[config.mk]
export PLATFORM = sky130hd
export DESIGN_NAME = case_eq_arbiter
export DESIGN_NICKNAME = d
export VERILOG_FILES = /design/src/rtl/case_eq_arbiter.sv
export SDC_FILE = /design/constraint.sdc
export NUM_CORES = 1
export LEC_CHECK = 0
export ABC_AREA = 1
export BUFFER_PORTS_ARGS = -buffer_cell sky130_fd_sc_hd__buf_4
export CORE_UTILIZATION = 45
export CTS_CLUSTER_DIAMETER = 200
export DETAILED_ROUTE_END_ITERATION = 8
export PLACE_DENSITY = 0.7
export SYNTH_ARGS = -nofsm -noshare
export SYNTH_HDL_FRONTEND = slang
export SYNTH_SLANG_ARGS = --single-unit
[constraint.sdc]
create_clock -name clk -period 4.1 [get_ports clk]
set_clock_uncertainty 0.15 [all_clocks]
set_input_delay 0.41 -clock clk [delete_from_list [all_inputs] [get_ports clk]]
set_output_delay 0.41 -clock clk [all_outputs]
set_load 0.02 [all_outputs]
[src/rtl/case_eq_arbiter.sv]
// Shared serial 4-state case-equality (===/!==) engine with a two-requester
// round-robin front end; compares C digits per cycle with early exit.
module case_eq_arbiter #(
  parameter int W  = 32,
  parameter int C  = 8,
  parameter int WW = $clog2(W) + 1
) (
  input  logic            clk,
  input  logic            rst,
  input  logic [1:0]      req_valid,
  output logic [1:0]      req_ready,
  input  logic [2*W-1:0]  req_a_val,
  input  logic [2*W-1:0]  req_a_xz,
  input  logic [2*W-1:0]  req_b_val,
  input  logic [2*W-1:0]  req_b_xz,
  input  logic [2*WW-1:0] req_a_w,
  input  logic [2*WW-1:0] req_b_w,
  input  logic [1:0]      req_a_s,
  input  logic [1:0]      req_b_s,
  input  logic [1:0]      req_op,
  output logic            rsp_valid,
  input  logic            rsp_ready,
  output logic            rsp_id,
  output logic            rsp_result
);

  localparam int NCH = W / C;
  localparam int KW  = (NCH > 1) ? $clog2(NCH) : 1;

  typedef enum logic [1:0] {IDLE = 2'd0, CMP = 2'd1, RESP = 2'd2} state_e;

  // Masks digits at/above the effective width and extends to W digits,
  // returning {xz, val}. Widths of 0 or above W mean a full-width operand.
  function automatic logic [2*W-1:0] extend_op(input logic [W-1:0]  v,
                                               input logic [W-1:0]  xz,
                                               input logic [WW-1:0] w,
                                               input logic          sx);
    logic [WW-1:0] ew;
    logic          mv;
    logic          mx;
    logic [W-1:0]  ov;
    logic [W-1:0]  ox;
    if ((w == {WW{1'b0}}) || (w > WW'(W))) ew = WW'(W);
    else ew = w;
    mv = 1'b0;
    mx = 1'b0;
    for (int i = 0; i < W; i++) begin
      mv = (WW'(i) == ew - WW'(1)) ? v[i]  : mv;
      mx = (WW'(i) == ew - WW'(1)) ? xz[i] : mx;
    end
    for (int i = 0; i < W; i++) begin
      if (WW'(i) < ew) begin
        ov[i] = v[i];
        ox[i] = xz[i];
      end else if (sx) begin
        ov[i] = mv;
        ox[i] = mx;
      end else begin
        ov[i] = 1'b0;
        ox[i] = 1'b0;
      end
    end
    return {ox, ov};
  endfunction

  state_e          state_q;
  logic            last_grant_q;
  logic [KW-1:0]   k_q;
  logic            id_q;
  logic            op_q;
  logic [2*W-1:0]  a_q;
  logic [2*W-1:0]  b_q;
  logic            rsp_valid_q;
  logic            rsp_id_q;
  logic            rsp_result_q;

  logic [1:0]      grant_s;
  logic            sel_s;
  logic [2*W-1:0]  a_d;
  logic [2*W-1:0]  b_d;
  logic [2*W-1:0]  diff_s;
  logic [W-1:0]    digit_ne_s;
  logic            chunk_ne_s;

  // Round-robin grant and capture-side operand extension of the winner.
  always_comb begin
    grant_s = 2'b00;
    case (req_valid)
      2'b01:   grant_s = 2'b01;
      2'b10:   grant_s = 2'b10;
      2'b11:   grant_s = last_grant_q ? 2'b01 : 2'b10;
      default: grant_s = 2'b00;
    endcase
    if (state_q == IDLE) req_ready = grant_s;
    else req_ready = 2'b00;
    sel_s = grant_s[1];
    a_d = extend_op(sel_s ? req_a_val[2*W-1:W] : req_a_val[W-1:0],
                    sel_s ? req_a_xz[2*W-1:W]  : req_a_xz[W-1:0],
                    sel_s ? req_a_w[2*WW-1:WW] : req_a_w[WW-1:0],
                    req_a_s[sel_s] & req_b_s[sel_s]);
    b_d = extend_op(sel_s ? req_b_val[2*W-1:W] : req_b_val[W-1:0],
                    sel_s ? req_b_xz[2*W-1:W]  : req_b_xz[W-1:0],
                    sel_s ? req_b_w[2*WW-1:WW] : req_b_w[WW-1:0],
                    req_a_s[sel_s] & req_b_s[sel_s]);
  end

  // Per-digit inequality of the captured operands, reduced over chunk k.
  always_comb begin
    diff_s     = a_q ^ b_q;
    digit_ne_s = diff_s[W-1:0] | diff_s[2*W-1:W];
    chunk_ne_s = |digit_ne_s[int'(k_q)*C +: C];
  end

  // Control FSM with registered response outputs.
  always_ff @(posedge clk) begin
    if (rst) begin
      state_q      <= IDLE;
      last_grant_q <= 1'b1;
      k_q          <= {KW{1'b0}};
      id_q         <= 1'b0;
      op_q         <= 1'b0;
      a_q          <= {2*W{1'b0}};
      b_q          <= {2*W{1'b0}};
      rsp_valid_q  <= 1'b0;
      rsp_id_q     <= 1'b0;
      rsp_result_q <= 1'b0;
    end else begin
      case (state_q)
        IDLE: begin
          if (|req_ready) begin
            id_q         <= sel_s;
            op_q         <= req_op[sel_s];
            a_q          <= a_d;
            b_q          <= b_d;
            last_grant_q <= sel_s;
            k_q          <= {KW{1'b0}};
            state_q      <= CMP;
          end
        end
        CMP: begin
          if (chunk_ne_s) begin
            rsp_valid_q  <= 1'b1;
            rsp_result_q <= op_q;
            rsp_id_q     <= id_q;
            state_q      <= RESP;
          end else if (k_q == KW'(NCH - 1)) begin
            rsp_valid_q  <= 1'b1;
            rsp_result_q <= ~op_q;
            rsp_id_q     <= id_q;
            state_q      <= RESP;
          end else begin
            k_q <= k_q + KW'(1);
          end
        end
        RESP: begin
          if (rsp_ready) begin
            rsp_valid_q <= 1'b0;
            state_q     <= IDLE;
          end
        end
        default: state_q <= IDLE;
      endcase
    end
  end

  assign rsp_valid  = rsp_valid_q;
  assign rsp_id     = rsp_id_q;
  assign rsp_result = rsp_result_q;

endmodule

==> run summary <==
CP max FO: 9
P_leak: 7.79 nW
# hold bufs at CTS: 0
DR vias: 14100
Cells after Synth: 1803
Root buf cell: clkbuf_16
CTS tree: built
Worst vdd ir: 286 uV
Mapped cell area: 11500 um2
Most frequent cells in the layout: buf_4, nand2_1, a21oi_1, o21ai_0, inv_1
Status: finished, violations left
Synthesized flop and latch total: 138
Largest net degree at the start of global routing: 128
Hold Fails Final Rpt: 0
Detailed placement HPWL: 32700 um
Initial drt markers: 1232
Unique cell type count in the Yosys netlist: 49
1st-pass router iterations: 6
Initial antenna violation count: 0
Max-slew violations: 0
Die height: 162 um
Syn_nets: 2095
Worst setup SP type: flop
Worst path arrival time: 4.36 ns
Num CTS Buffers: 17
FF-to-FF End: a_q[53]
Maxcap violations: 0
Least-Margin Pin Slew: 1.10 ns
Most common cell after layout, fill and taps aside: buf_4
Hold_sp: rst
PD cells: 367 nW/um2
Final period utilization: 101%
Gr usage total: 32.5%
Critical-path top delay cell: dfxtp_2
Vias in the first global route: 12800
YS warnings: 0
Setup CP Type: flop to flop
Post-layout nets: 2477
Final core occ: 63.4%
Ys async rst share: 0%
Final WS setup: -0.0529 ns
Hold Crit Class: input pin to flop
Ports: 296
Average cell area after synthesis: 6.39 um2
Clock-pin slew on the worst setup and hold paths: 0.07 ns
Reg2Reg Depth: 40
Synth-to-Final Area Change: 38.5%
Antenna viol nets, final: 0
Rows: 58
Minimum clock period: 4.15 ns
Violated checks: negative setup slack
Slew HR: 26.9%
Post-synth EDFFs: 0
Register area share after synthesis: 24.0%
Fmax: 0.241 GHz
Hold Path Cell Cnt: 2
Via/cell ratio: 5.59
Finish-stage setup viols: 40
First-pass GRT wire length: 67500 um
Layout cells sized above 1: 30.6%
DR DRC count: 0
Clk_lat worst skew: 0.43 ns
GRT overflow: 0
Cell mode on critical path: nand2_1
Worst Setup SP: last_grant_q
CTS sink cnt: 138
Clock tree buffer depth: 2
H-tree levels: 4
R2R Path Start: last_grant_q
RD Place Congestion: 0.964
CP endpoint kind: flop
Delay of the slowest cell on the worst path: 0.36 ns
R2r setup slk: -0.05 ns
N_diodes: 0
Starting Density: 45.8%
RSZ-0062 raised after global routing: true
Most used DFF post-synth: dfxtp_1
PnR Total Power: 5.86 mW
Die area: 26300 um2
End of the worst hold path: rsp_valid
Core Area: 25200 um2
WL final: 44200 um
Critical Path RT: 4.30 ns
Die W: 162 um
I/O Buffers: 295
Wire per inst: 17.5 um
[critical path, delay by kind of cell (launching register included)]
| kind | cells | cell delay (ns) |
|---|---|---|
| compound gates | 3 | 0.37 |
| flops | 1 | 0.36 |
| buf+inv | 4 | 0.63 |
| simple gates | 33 | 2.53 |
[metrics by stage]
stage	cells	instance area, um2	TNS [ns]	hold WS, ns	setup slack [ns]
after floorplan	1803	11500	0	0.291	0.239
after global placement	2477	14900	-27.07	0.307	-0.291
after detailed placement	2477	14900	-28.34	0.310	-0.304
after CTS	2516	15700	0	0.0703	0.000298
after global routing	2526	16000	-49.08	0.0836	-0.490
final	2526	16000	-1.02	0.0774	-0.0529
[layout make-up]
type                            count  area, um2
Clock inverter                     13        193
Sequential cell                   138       2760
Timing Repair Buffer              466       3720
Clock buffer                       17        425
Multi-Input combinational cell   1350       7640
Tap cell                          330        413
Inverter                          212        800
Fill cell                        2382       9220
[routing by layer]
| layer | track usage [%] | vias up | part of all wire, % | wire length, um |
|---|---|---|---|---|
| met3 | 4.03 | 81 | 8.7 | 3840 |
| met1 | 44.9 | 6366 | 44 | 19400 |
| met5 | 0 | - | 0 | 0 |
| met4 | 10.4 | 0 | 2.7 | 1200 |
| met2 | 52.5 | 768 | 45 | 19800 |
| li1 | - | 6902 | - | - |
[cell usage after synthesis, types with 4 or more instances]
cell	count	area share (%)
dfxtp_1	138	24
nor2_2	11	0.60
a21oi_1	230	10
nand3_2	5	0.43
nor2_1	185	6.0
nor2_4	5	0.49
xnor2_1	14	1.1
buf_6	7	0.68
o22ai_1	8	0.43
xor2_1	15	1.1
mux2_2	54	5.3
a22o_1	5	0.38
buf_4	18	1.2
clkbuf_1	58	1.9
or2_2	6	0.33
nand4_1	138	7.5
nor3_1	15	0.65
nand2_4	4	0.39
nor4_1	5	0.27
a211oi_1	5	0.33
buf_2	13	0.56
nand2_2	16	0.87
inv_2	18	0.59
o21ai_0	193	8.4
nand2_1	299	9.7
nand3_1	36	1.6
buf_1	6	0.20
inv_1	193	6.3
mux2i_1	68	5.9
[where the power goes]
part | leakage [nW] | internal (mW) | total (mW) | switching [mW]
Sequential | 1.14 | 1.55 | 1.73 | 0.176
Clock | 0.297 | 1.02 | 1.65 | 0.630
Combinational | 6.35 | 1.05 | 2.48 | 1.43
Total | 7.79 | 3.62 | 5.86 | 2.24
[repair_timing]
item | CTS | global route
buffers inserted | 6 | 7
resized for setup | 17 | 45
gates cloned | 3 | 4
hold endpoints to repair | 0 | 0
pin swaps | 7 | 30
setup endpoints to repair | 90 | 124
[flip-flops by register name (all words and copies together) (netlist names)]
name,count
a_q,64
rsp_valid,1
rsp_result,1
k_q,2
rsp_id,1
b_q,64
last_grant_q,1
state_q,2
id_q,1
op_q,1
[cells by family (layout without fill, tap and decap cells)]
family                   count (synthesis)  after routing  synth area share [%]
AND/OR/NAND/NOR                        733            733                  29.7
AO/OA/AOI/OAI                          465            465                  21.3
buffers and inverters                  315            708                  11.5
flip-flops                             138            138                  24.0
multiplexers                           122            122                  11.2
XOR/XNOR                                29             29                  2.20
adder cells (fa/ha/maj)                  1              1                 0.109
[worst max path at each step]
stage | end | slack [ns]
after floorplan | b_q[32] | 0.24
after global placement | b_q[57] | -0.29
after detailed placement | b_q[24] | -0.30
after CTS | b_q[22] | 0.0003
after global routing | b_q[53] | -0.49
final | a_q[53] | -0.05
Note: power is estimated with default switching activity, not from simulation.
